<file path="src/rtl/div_pkg.sv">
// Shared types and constants for the 4-bit restoring serial divider.
package div_pkg;

    localparam int WIDTH = 4;
    localparam int ITERS = 4;
    localparam int CNT_W = $clog2(ITERS);

    typedef enum logic [1:0] {
        IDLE = 2'd0,
        ITER = 2'd1,
        DONE = 2'd2
    } state_e;

    // True on the counter value at which the final quotient bit is produced.
    function automatic logic is_last_step(input logic [CNT_W-1:0] cnt);
        return cnt == CNT_W'(ITERS - 1);
    endfunction

endpackage

</file>
<file path="src/rtl/four_bit_subtractor.sv">
// Four-bit ripple-borrow subtractor: diff = a - b - bin, bout is the final borrow.
module four_bit_subtractor (
    input  logic [3:0] a,
    input  logic [3:0] b,
    input  logic       bin,
    output logic [3:0] diff,
    output logic       bout
);

    logic [4:0] borrow;

    assign borrow[0] = bin;

    for (genvar i = 0; i < 4; i++) begin : g_bit
        assign diff[i]     = a[i] ^ b[i] ^ borrow[i];
        assign borrow[i+1] = (~a[i] & b[i]) | (~(a[i] ^ b[i]) & borrow[i]);
    end

    assign bout = borrow[4];

endmodule

</file>
<file path="src/rtl/serial_divider_4bit.sv">
// Restoring serial divider: one quotient bit per clock, results published on entry to DONE.
module serial_divider_4bit
    import div_pkg::*;
#(
    parameter int WIDTH = 4
) (
    input  logic             clk,
    input  logic             rst,
    input  logic             start,
    input  logic [WIDTH-1:0] dividend,
    input  logic [WIDTH-1:0] divisor,
    output logic             busy,
    output logic             done,
    output logic [WIDTH-1:0] quotient,
    output logic [WIDTH-1:0] remainder,
    output logic             div_by_zero
);

    state_e           state_q, state_d;
    logic [3:0]       q_q, q_d;
    logic [3:0]       r_q, r_d;
    logic [3:0]       d_q, d_d;
    logic [CNT_W-1:0] cnt_q, cnt_d;
    logic [3:0]       quot_q, quot_d;
    logic [3:0]       rem_q, rem_d;
    logic             dbz_q, dbz_d;

    logic [3:0] step_s;
    logic [3:0] step_diff;
    logic       step_bout;
    logic       step_accept;
    logic [3:0] q_next;
    logic [3:0] r_next;

    // R[3] set means the true 5-bit partial remainder is >= 16 > D, so the
    // truncated difference is still correct and the step must be accepted.
    assign step_s      = {r_q[2:0], q_q[3]};
    assign step_accept = r_q[3] | ~step_bout;
    assign q_next      = {q_q[2:0], step_accept};
    assign r_next      = step_accept ? step_diff : step_s;

    four_bit_subtractor u_sub (
        .a    (step_s),
        .b    (d_q),
        .bin  (1'b0),
        .diff (step_diff),
        .bout (step_bout)
    );

    always_comb begin
        // NOTE: every next-state signal gets its hold value first so no path leaves it unassigned (no latch).
        state_d = state_q;
        q_d     = q_q;
        r_d     = r_q;
        d_d     = d_q;
        cnt_d   = cnt_q;
        quot_d  = quot_q;
        rem_d   = rem_q;
        dbz_d   = dbz_q;

        case (state_q)
            IDLE: begin
                if (start) begin
                    q_d   = dividend[3:0];
                    d_d   = divisor[3:0];
                    r_d   = '0;
                    cnt_d = '0;
                    dbz_d = 1'b0;
                    if (divisor == '0) begin
                        state_d = DONE;
                        quot_d  = 4'hF;
                        rem_d   = dividend[3:0];
                        dbz_d   = 1'b1;
                    end else begin
                        state_d = ITER;
                    end
                end
            end
            ITER: begin
                q_d   = q_next;
                r_d   = r_next;
                cnt_d = cnt_q + CNT_W'(1);
                if (is_last_step(cnt_q)) begin
                    state_d = DONE;
                    quot_d  = q_next;
                    rem_d   = r_next;
                end
            end
            DONE: begin
                state_d = IDLE;
            end
            default: begin
                state_d = IDLE;
            end
        endcase
    end

    always_ff @(posedge clk) begin
        // NOTE: all state uses non-blocking assignment so every register samples pre-edge values.
        if (rst) begin
            state_q <= IDLE;
            q_q     <= '0;
            r_q     <= '0;
            d_q     <= '0;
            cnt_q   <= '0;
            quot_q  <= '0;
            rem_q   <= '0;
            dbz_q   <= 1'b0;
        end else begin
            state_q <= state_d;
            q_q     <= q_d;
            r_q     <= r_d;
            d_q     <= d_d;
            cnt_q   <= cnt_d;
            quot_q  <= quot_d;
            rem_q   <= rem_d;
            dbz_q   <= dbz_d;
        end
    end

    assign busy        = (state_q == ITER);
    assign done        = (state_q == DONE);
    assign quotient    = WIDTH'(quot_q);
    assign remainder   = WIDTH'(rem_q);
    assign div_by_zero = dbz_q;

endmodule
</file>
<file path="config.mk">
export PLATFORM = sky130hd
export DESIGN_NAME = serial_divider_4bit
export DESIGN_NICKNAME = d
export VERILOG_FILES = /design/src/rtl/div_pkg.sv /design/src/rtl/four_bit_subtractor.sv /design/src/rtl/serial_divider_4bit.sv
export SDC_FILE = /design/constraint.sdc
export NUM_CORES = 1
export LEC_CHECK = 0
export ABC_AREA = 1
export BUFFER_PORTS_ARGS = -buffer_cell sky130_fd_sc_hd__buf_4
export CAP_MARGIN = 20
export CELL_PAD_IN_SITES_DETAIL_PLACEMENT = 1
export CELL_PAD_IN_SITES_GLOBAL_PLACEMENT = 2
export CORE_UTILIZATION = 32
export CTS_BUF_LIST = sky130_fd_sc_hd__clkbuf_16
export DETAILED_ROUTE_END_ITERATION = 16
export PLACE_DENSITY = 0.86
export SYNTH_ARGS = -nofsm -noshare
export SYNTH_HDL_FRONTEND = slang
export SYNTH_SLANG_ARGS = --single-unit
</file>
<file path="constraint.sdc">
create_clock -name clk -period 6.45 [get_ports clk]
set_clock_uncertainty 0.1 [all_clocks]
set_input_delay 0.3225 -clock clk [delete_from_list [all_inputs] [get_ports clk]]
set_output_delay 0.3225 -clock clk [all_outputs]
set_load 0.03 [all_outputs]
</file>
==> flow_results.org, run 1 <==
** Outcome
- The flow ran to the end, and the final reports show no timing, DRC or antenna violations.

** Synth
- Fraction of synthesized cell area in xor and xnor cells :: 0
- Largest family of logic cells by synthesized area :: simple AND/OR/NAND/NOR gates
- Gate Count Post-Synth :: 180
- Yosys mapped the design onto 17 distinct sky130hd cell types.
- Yosys printed 0 warnings.
- Fraction of the yosys area taken by sequential cells :: 0.4053
- Area fraction in and, or, nand and nor cells after synthesis :: 0.3637
- The number of nets in the synthesized netlist is 196.
- Post-synthesis share of cell area spent on full adders, half adders and majority gates :: 0.06890
- Share of the synthesized area in compound gates (AO/OA/AOI/OAI) :: 0.07295
- Multiplexer area fraction after synthesis :: 0
- Mapped Area :: between 1000 and 1500 um^2
- Mean instance size in the synthesized netlist :: 6.861 um^2
- Number of register bits inferred by synthesis :: 25

** Worst setup path
- STA classifies the critical path endpoint as a flop.
- The most numerous cell type found on the critical path is sky130_fd_sc_hd__nor2_1.
- Worst setup SP type :: flop
- Launch instance of the worst register-to-register path :: q_q[3]
- Largest stage delay on the critical path :: roughly 0.4 ns
- Together, buffers and inverters on the worst path number 2.
- The critical path is of the reg2reg type.
- In this run the critical register-to-register path is captured at r_q[2].
- Critical Path Stages :: 12
- Flop-to-flop setup slack :: slightly below 4 ns
- The worst register-to-register path has a depth of 12.
- STA puts the critical path data required time at between 6 and 7 ns.
- Cell with the largest stage delay on the worst path :: sky130_fd_sc_hd__fa_1
- Traced cell by cell, the critical path runs through inv_1 -> ha_1 -> fa_1 -> fa_1 -> fa_1 -> inv_1 -> nor2_1 -> nor2_1 -> nand2_1 -> nand2_1 -> nor2_1 -> nor2_1.
- Data arrives at the worst endpoint at ~2.7 ns.
- Max Fanout on Critical Path :: 4
- Top Family by Delay on Critical Path :: adder cells

** Global routing
- Total track usage :: 0.1707
- Total gr overflow :: 0
- The number of global-route vias before repair came to between 1,000 and 1,500.
- Initial antenna violation count :: 0
- First-pass GRT wire length :: 5340 um
- Entering global routing, the biggest net connects 23 pins.

** Place
- Number of I/O port buffers :: 21
- The HPWL after detailed placement is between 2000 and 2500 um.
- Standard cell area after detailed placement :: 1424 um^2
- Routability-driven placement finished with a final weighted congestion of around 0.84.
- Number of instances in the placed design :: about 250

** Clock network
- Counting the buffers created by CTS gives 3.
- Clock slew at the register clock pins of the worst setup and hold paths :: ~0.06 ns
- The cell sitting at the root of the clock tree is a sky130_fd_sc_hd__clkbuf_16.
- Setup Fix Bufs, Post-CTS :: 0
- Cts hold-fix bufs :: 0
- Number of instances resized during post-cts repair :: 0
- The clock passes through at most 2 buffers.
- Clock sink count :: 25
- Clock network latency to the later pin of the worst-skew pair :: ~0.26 ns
- TritonCTS built the clock tree.
- In this run the number of H-tree levels came out at 1.

** Cells and area
- Relative to the synthesized area, the layout overhead comes to 21.68%.
- Leaving out fill and tap cells, the most frequent cells in the layout are sky130_fd_sc_hd__nor2_1, sky130_fd_sc_hd__nand2_1, sky130_fd_sc_hd__dfxtp_1.
- Post-route non-filler standard cell count :: 250
- For this run, the post-layout net count is 219.
- After routing the design area is between 1500 and 2000 um^2.
- Most common cell after layout, fill and taps aside :: sky130_fd_sc_hd__nor2_1
- Antenna Cells :: 0
- For this run, the share of the core covered by cells in the final layout is 0.4074.
- Layout cell share with drive strength beyond 1 :: 0.1683

** Timing
- Timing-limited maximum frequency :: 390.7 MHz
- Relative max-transition margin :: 0.5916
- The number of hold violations in the final report came to 0.
- Final worst path period share :: 0.3968
- Final Max Slew Viols :: 0
- Slew of the pin with the lowest slew margin :: 0.6119 ns
- Setup repair after global routing left no endpoint under its margin.
- Final Setup Violations :: 0
- Summed over all failing endpoints, the final setup total negative slack is 0 ns.
- Min cycle time layout :: approximately 2.6 ns
- Hold timing on the final database bottoms out at a slack of 0.1392 ns.

** Floorplan
- The die covers between 4000 and 5000 um^2.
- For this configuration, the core starts out at a cell density of 0.3348.
- From left edge to right edge, the die measures between 60 and 70 um.
- The initialized floorplan defines 22 standard-cell rows.
- Number of placed I/O pins :: 22
- Die Height :: 64.12 um
- The core region is between 3000 and 4000 um^2.

** Min path
- Depth of the worst hold-timing path :: 2
- The worst hold path begins at rst.
- Worst min-delay path category :: in2reg
- Hold-critical path endpoint :: cnt_q[1]

** Power
- In this run the power density over the cells is 278.5 nW/um^2.
- Cell leakage power :: ~0.00076 uW
- Internal power component :: just under 300 uW
- Peak supply drop :: roughly 120 uV
- Clock network power share :: 0.328
- Switching part of the total :: 0.3116
- Of the total power, combinational logic draws 0.241.
- Reg power frac :: 0.431
- Summed over all nets, the switching power comes to between 100 and 150 uW.

** Route
- Initial DRC Count :: 32
- Residual DRC count :: 0
- Avg WL per Cell :: 11.92 um
- Wirelength, routed :: around 3000 um
- The count of nets left with antenna violations once routing finished came out at 0.
- Via density per instance :: between 4 and 5
- The detailed router placed 1,156 vias in this run.
- Router iterations before antenna repair :: 4

** Job
- Max-cap violations in this run came to 0.
## cell families after synthesis
logic type,Yosys count
compound gates,18
flops,25
buf+inv,24
simple gates,108
fa+ha+maj,5
## registers in the layout (all words and copies together), names as in the netlist
register / flops
quotient: 4
remainder: 4
q_q: 4
r_q: 4
state_q: 2
d_q: 4
div_by_zero: 1
cnt_q: 2
## power groups by stage
stage | combinational (uW) | clock, uW | sequential, uW
6_report | 101 | 137 | 180
5_1_grt | 115 | 152 | 182
4_1_cts | 103 | 143 | 181
3_5_place_dp | 102 | 0 | 184
3_3_place_gp | 99.7 | 0 | 183
2_1_floorplan | 65.0 | 0 | 190
## worst max-delay path by stage
stage,from,endpoint,slack (ns)
floorplan,q_q[3],remainder[0],4.11
global placement,q_q[3],remainder[0],3.96
detailed placement,q_q[3],r_q[2],3.89
CTS,q_q[3],r_q[2],3.86
global route,q_q[3],r_q[2],3.74
finish,q_q[3],r_q[2],3.89
## synth_stat cells (all sizes together)
cell,count,area [um^2]
dfxtp,25,500.5
nand3,9,45.04
fa,3,60.06
buf,1,11.26
ha,2,25.02
nand2,44,195.2
inv,21,81.33
clkbuf,2,17.51
o21ai,15,75.07
a21oi,3,15.01
nor2,55,209.0
## through the flow
stage | worst slack (ns) | power [uW]
floorplan | 4.114 | 254.7
global placement | 3.955 | 282.8
detailed placement | 3.885 | 286.3
CTS | 3.863 | 426.5
global route | 3.740 | 449.2
finish | 3.890 | 418.5
## cell type report
| type | instances | area [um^2] |
|---|---|---|
| clock buffer | 3 | 75.07 |
| inverter | 21 | 81.33 |
| clock inverter | 1 | 3.754 |
| tap | 48 | 60.06 |
| timing repair buffer | 21 | 157.7 |
| multi-input combinational | 131 | 624.3 |
| fill | 481 | 2186 |
| sequential | 25 | 500.5 |
## worst reg2reg max path: cells and delay by family, from the launching register on
family | cells | cell delay (ns)
adder cells (fa/ha/maj) | 4 | 1.37
buffers and inverters | 2 | 0.12
flip-flops | 1 | 0.34
AND/OR/NAND/NOR | 6 | 0.58
## routing by layer
layer / vias to the layer above / wire length [um] / share of wire / GRT usage
li1: 594 / - / - / -
met1: 548 / 1440 / 0.48 / 0.2157
met2: 9 / 1421 / 0.48 / 0.2859
met3: 5 / 75 / 0.025 / 0.03750
met4: 0 / 44 / 0.015 / 0.05833
met5: - / 0 / 0 / 0
No activity file was read; power rests on OpenSTA's default activity.
==> run 2, diff against run 1 <==
--- a/config.mk
+++ b/config.mk
@@ -5,7 +5,7 @@
 export SDC_FILE = /design/constraint.sdc
 export NUM_CORES = 1
 export LEC_CHECK = 0
-export ABC_AREA = 1
+export ABC_AREA = 0
 export BUFFER_PORTS_ARGS = -buffer_cell sky130_fd_sc_hd__buf_4
 export CAP_MARGIN = 20
 export CELL_PAD_IN_SITES_DETAIL_PLACEMENT = 1
@@ -13,7 +13,7 @@
 export CORE_UTILIZATION = 32
 export CTS_BUF_LIST = sky130_fd_sc_hd__clkbuf_16
 export DETAILED_ROUTE_END_ITERATION = 16
-export PLACE_DENSITY = 0.86
+export PLACE_DENSITY = 0.79
 export SYNTH_ARGS = -nofsm -noshare
 export SYNTH_HDL_FRONTEND = slang
 export SYNTH_SLANG_ARGS = --single-unit
==> constraint.sdc (replaced) <==
create_clock -name clk -period 2.6 [get_ports clk]
set_clock_uncertainty 0.1 [all_clocks]
set_input_delay 0.13 -clock clk [delete_from_list [all_inputs] [get_ports clk]]
set_output_delay 0.13 -clock clk [all_outputs]
set_load 0.03 [all_outputs]
==> flow_results.org, run 2 <==
** Outcome
- Status :: finished clean

** Cells and area
- Cell area after layout :: between 1000 and 1500 um^2
- Most used cells in the layout excluding fill and tap cells :: sky130_fd_sc_hd__buf_4, sky130_fd_sc_hd__dfxtp_1, sky130_fd_sc_hd__nand2_1
- Antenna Cells :: 0
- # nets final :: between 150 and 200
- At the end of the flow the core is filled with cells to 0.4326.
- Count of filler cells inserted in the layout :: about 400
- Layout cell share with drive strength beyond 1 :: 0.2715
- Area growth syn-to-layout :: 26.33%
- Most common cell after layout, fill and taps aside :: sky130_fd_sc_hd__buf_4

** Worst setup path
- Max Fanout on Critical Path :: 5
- The largest individual stage delay along the critical path comes from the cell sky130_fd_sc_hd__fa_2.
- Class of the most critical setup path :: reg2reg
- The cell that appears most often on the critical path is sky130_fd_sc_hd__fa_2.
- Critical path arrival :: 2.57 ns
- The largest single stage delay on the critical path is ~0.38 ns.
- The cell family contributing the most delay on the critical path is adder cells.
- The number of buffers and inverters on the critical path is 1.
- The worst setup path is captured at a flop.
- Data required time at the worst endpoint :: around 2.7 ns
- The worst setup path is launched from a flop.
- Critical Path, Cell by Cell :: inv_1 -> ha_1 -> fa_2 -> fa_2 -> fa_2 -> nor3b_1 -> a211o_1 -> a311oi_2

** Timing
- The worst pin sits at a relative slew slack of 0.6019.
- Final Max Slew Viols :: 0
- Of the available clock period, the critical path in the final layout requires 0.9621.
- Timing-limited maximum frequency :: 399.8 MHz
- Total negative setup slack :: 0 ns
- Min cycle time layout :: around 2.5 ns
- The number of hold violations in the final report came to 0.
- At the pin with the least slew margin, the transition time is roughly 0.59 ns.
- Final worst-path setup slack :: between 0.09 and 0.1 ns
- Final Setup Violations :: 0
- Unrepaired setup endpoints after global routing :: false

** Synth
- Yosys attributes the largest share of cell area to sky130_fd_sc_hd__dfxtp_1, sky130_fd_sc_hd__a211oi_1, sky130_fd_sc_hd__nand2_1, sky130_fd_sc_hd__a311oi_1, sky130_fd_sc_hd__fa_1.
- Yosys printed 0 warnings.
- Of the post-synthesis cell area, the dominant cell type holds 0.4246.
- The synthesized design contains 0 enable-type register cells.
- By instance count, the leading cell after synthesis is sky130_fd_sc_hd__dfxtp_1.
- Primary FF master, synth :: sky130_fd_sc_hd__dfxtp_1
- Number of register bits inferred by synthesis :: 25
- The commonest cells after synthesis are sky130_fd_sc_hd__dfxtp_1, sky130_fd_sc_hd__nand2_1, sky130_fd_sc_hd__a211oi_1.
- Mapped Area :: around 1200 um^2
- Syn_nets :: 147
- For this run, asynchronously set or reset flops after synthesis account for 0.
- The synthesized design spends more area on one cell type than any other, namely sky130_fd_sc_hd__dfxtp_1.
- Distinct cells, synth :: 28
- After technology mapping, the gate count stands at between 100 and 150.
- For this run, the register share of the synthesized area comes to 0.4246.
- After synthesis, the mean cell area works out to roughly 9.0 um^2.

** Global routing
- Total gr overflow :: 0
- Entering global routing, the biggest net connects 26 pins.
- The number of antenna violations at the first check in global routing was 0.
- Number of global-route vias before repair :: around 1,100
- The first global-routing pass estimated 5271 um of wire.
- For this run, the total global-route usage over all layers was measured as 0.1723.

** Clock network
- Largest buffer count on any clock path :: 2
- The later pin in the worst-skew pair is clocked with a latency of around 0.26 ns.
- The cell sitting at the root of the clock tree is a sky130_fd_sc_hd__clkbuf_16.
- In this run the number of H-tree levels came out at 1.
- TritonCTS built the clock tree.
- After clock tree synthesis, the setup repair step added 0 buffers.
- Clock sink count :: 25
- Counting the buffers created by CTS gives 3.
- Clock-pin slew was measured on the worst setup and hold paths at roughly 0.060 ns.

** Min path
- The min-delay analysis places its worst path in the category in2reg.

** Route
- Avg WL per Cell :: around 16 um
- Router iterations before antenna repair :: 4
- Total vias in the final route :: between 1,000 and 1,500
- Wire segments on met3 add up to between 80 and 90 um in the final route.
- Post-route antenna net violation count :: 0
- Initial DRC Count :: 21
- The routed design has about 3200 um of wire.
- Residual DRC count :: 0
- Detailed-routing wirelength on met1 :: roughly 1500 um
- Met2 WL post-DR :: ~1600 um
- Highest signal layer in the routed design :: met4
- Via density per instance :: around 5.3

** Floorplan
- Site row count :: 21
- Floorplan core area :: approximately 3400 um^2
- Die Height :: between 60 and 70 um
- The initial utilization of the core area, before any placement, comes to 0.3424.
- Number of placed I/O pins :: 22
- Die X-Extent :: approximately 63 um
- Die outline area :: approximately 4000 um^2

** Place
- Worst setup slack after placement :: -0.1057 ns
- Routability congestion estimate :: 0.7916
- After detailed placement, the total cell area comes to 1380 um^2.
- Number of I/O port buffers :: 21
- Estimated wirelength of the detail-placed design :: roughly 2300 um

** Power
- Cell leakage power :: between 0.0005 and 0.0006 uW
- Peak supply drop :: about 210 uV
- In this run the power density over the cells is about 630 nW/um^2.
- Design Power :: approximately 940 uW

** Job
- Max-cap violations in this run came to 0.
==> run 2: cell types whose count changed after synthesis, sizes merged, moves of 4 or more <==
cell    delta
inv       -15
nand3      -8
nand2     -22
nor3b      +5
a211oi    +12
a311oi     +8
a211o      +4
buf        +4
a21oi      +8
nor2      -47
o21ai     -15
==> run 2: cells by family (layout without fill, tap and decap cells) <==
logic type               Yosys count  count (layout)  synth area share
AND/OR/NAND/NOR                   45              45            0.1911
AO/OA/AOI/OAI                     39              39            0.2410
flip-flops                        25              25            0.4246
buffers and inverters             16              36           0.06262
adder cells (fa/ha/maj)            5               5           0.07219
multiplexers                       1               1          0.008493
==> run 2: layout make-up <==
| cell class | instances | area [um^2] | area share |
|---|---|---|---|
| clock buffers | 3 | 75.07 | 0.05042 |
| clock inverters | 1 | 3.754 | 0.002521 |
| multi-input cells | 90 | 633.1 | 0.4252 |
| inverters | 6 | 22.52 | 0.01513 |
| well taps | 46 | 57.56 | 0.03866 |
| flip-flops and latches | 25 | 501.7 | 0.3370 |
| repair buffers | 26 | 195.2 | 0.1311 |
==> run 2: what timing repair did <==
action | CTS | global route
endpoints found under the setup margin | 9 | 5
pin swaps | 5 | 4
hold buffers | 0 | 0
cloned | 0 | 0
resized for setup | 4 | 4
==> run 2: path summary, 6_finish.rpt <==
path	cells after the start	slack, ns	from	end
setup / recovery	8	0.1	q_q[3]	remainder[1]
hold / removal	3	0.04	divisor[3]	d_q[3]
setup reg to reg	8	0.1	q_q[3]	remainder[1]
hold reg to reg	2	0.37	div_by_zero	div_by_zero
==> run 2: power by group <==
part	total (uW)	internal [uW]	switching, uW
sequential	425	405	19.7
combinational	176	77.4	98.5
clock	340	206	135
total	941	689	253
==> run 2: routing by layer <==
metal  GRT usage  vias up
li1            -      513
met1      0.2163      510
met4     0.06105        0
met5           0        -
met2      0.3016       18
met3     0.02007        2
==> run 2: worst reg2reg max path: stages, from the launching register on <==
cell	delay, ns
sky130_fd_sc_hd__dfxtp_2	0.33
sky130_fd_sc_hd__inv_1	0.04
sky130_fd_sc_hd__ha_1	0.20
sky130_fd_sc_hd__fa_2	0.35
sky130_fd_sc_hd__fa_2	0.35
sky130_fd_sc_hd__fa_2	0.38
sky130_fd_sc_hd__nor3b_1	0.16
sky130_fd_sc_hd__a211o_1	0.27
sky130_fd_sc_hd__a311oi_2	0.23
==> run 2: through the flow <==
step                      hold slack [ns]  cells
final                             0.03673    197
after floorplan                    0.1660    131
after global routing              0.03879    197
after global placement             0.2888    193
after detailed placement           0.3042    193
after CTS                         0.03303    197
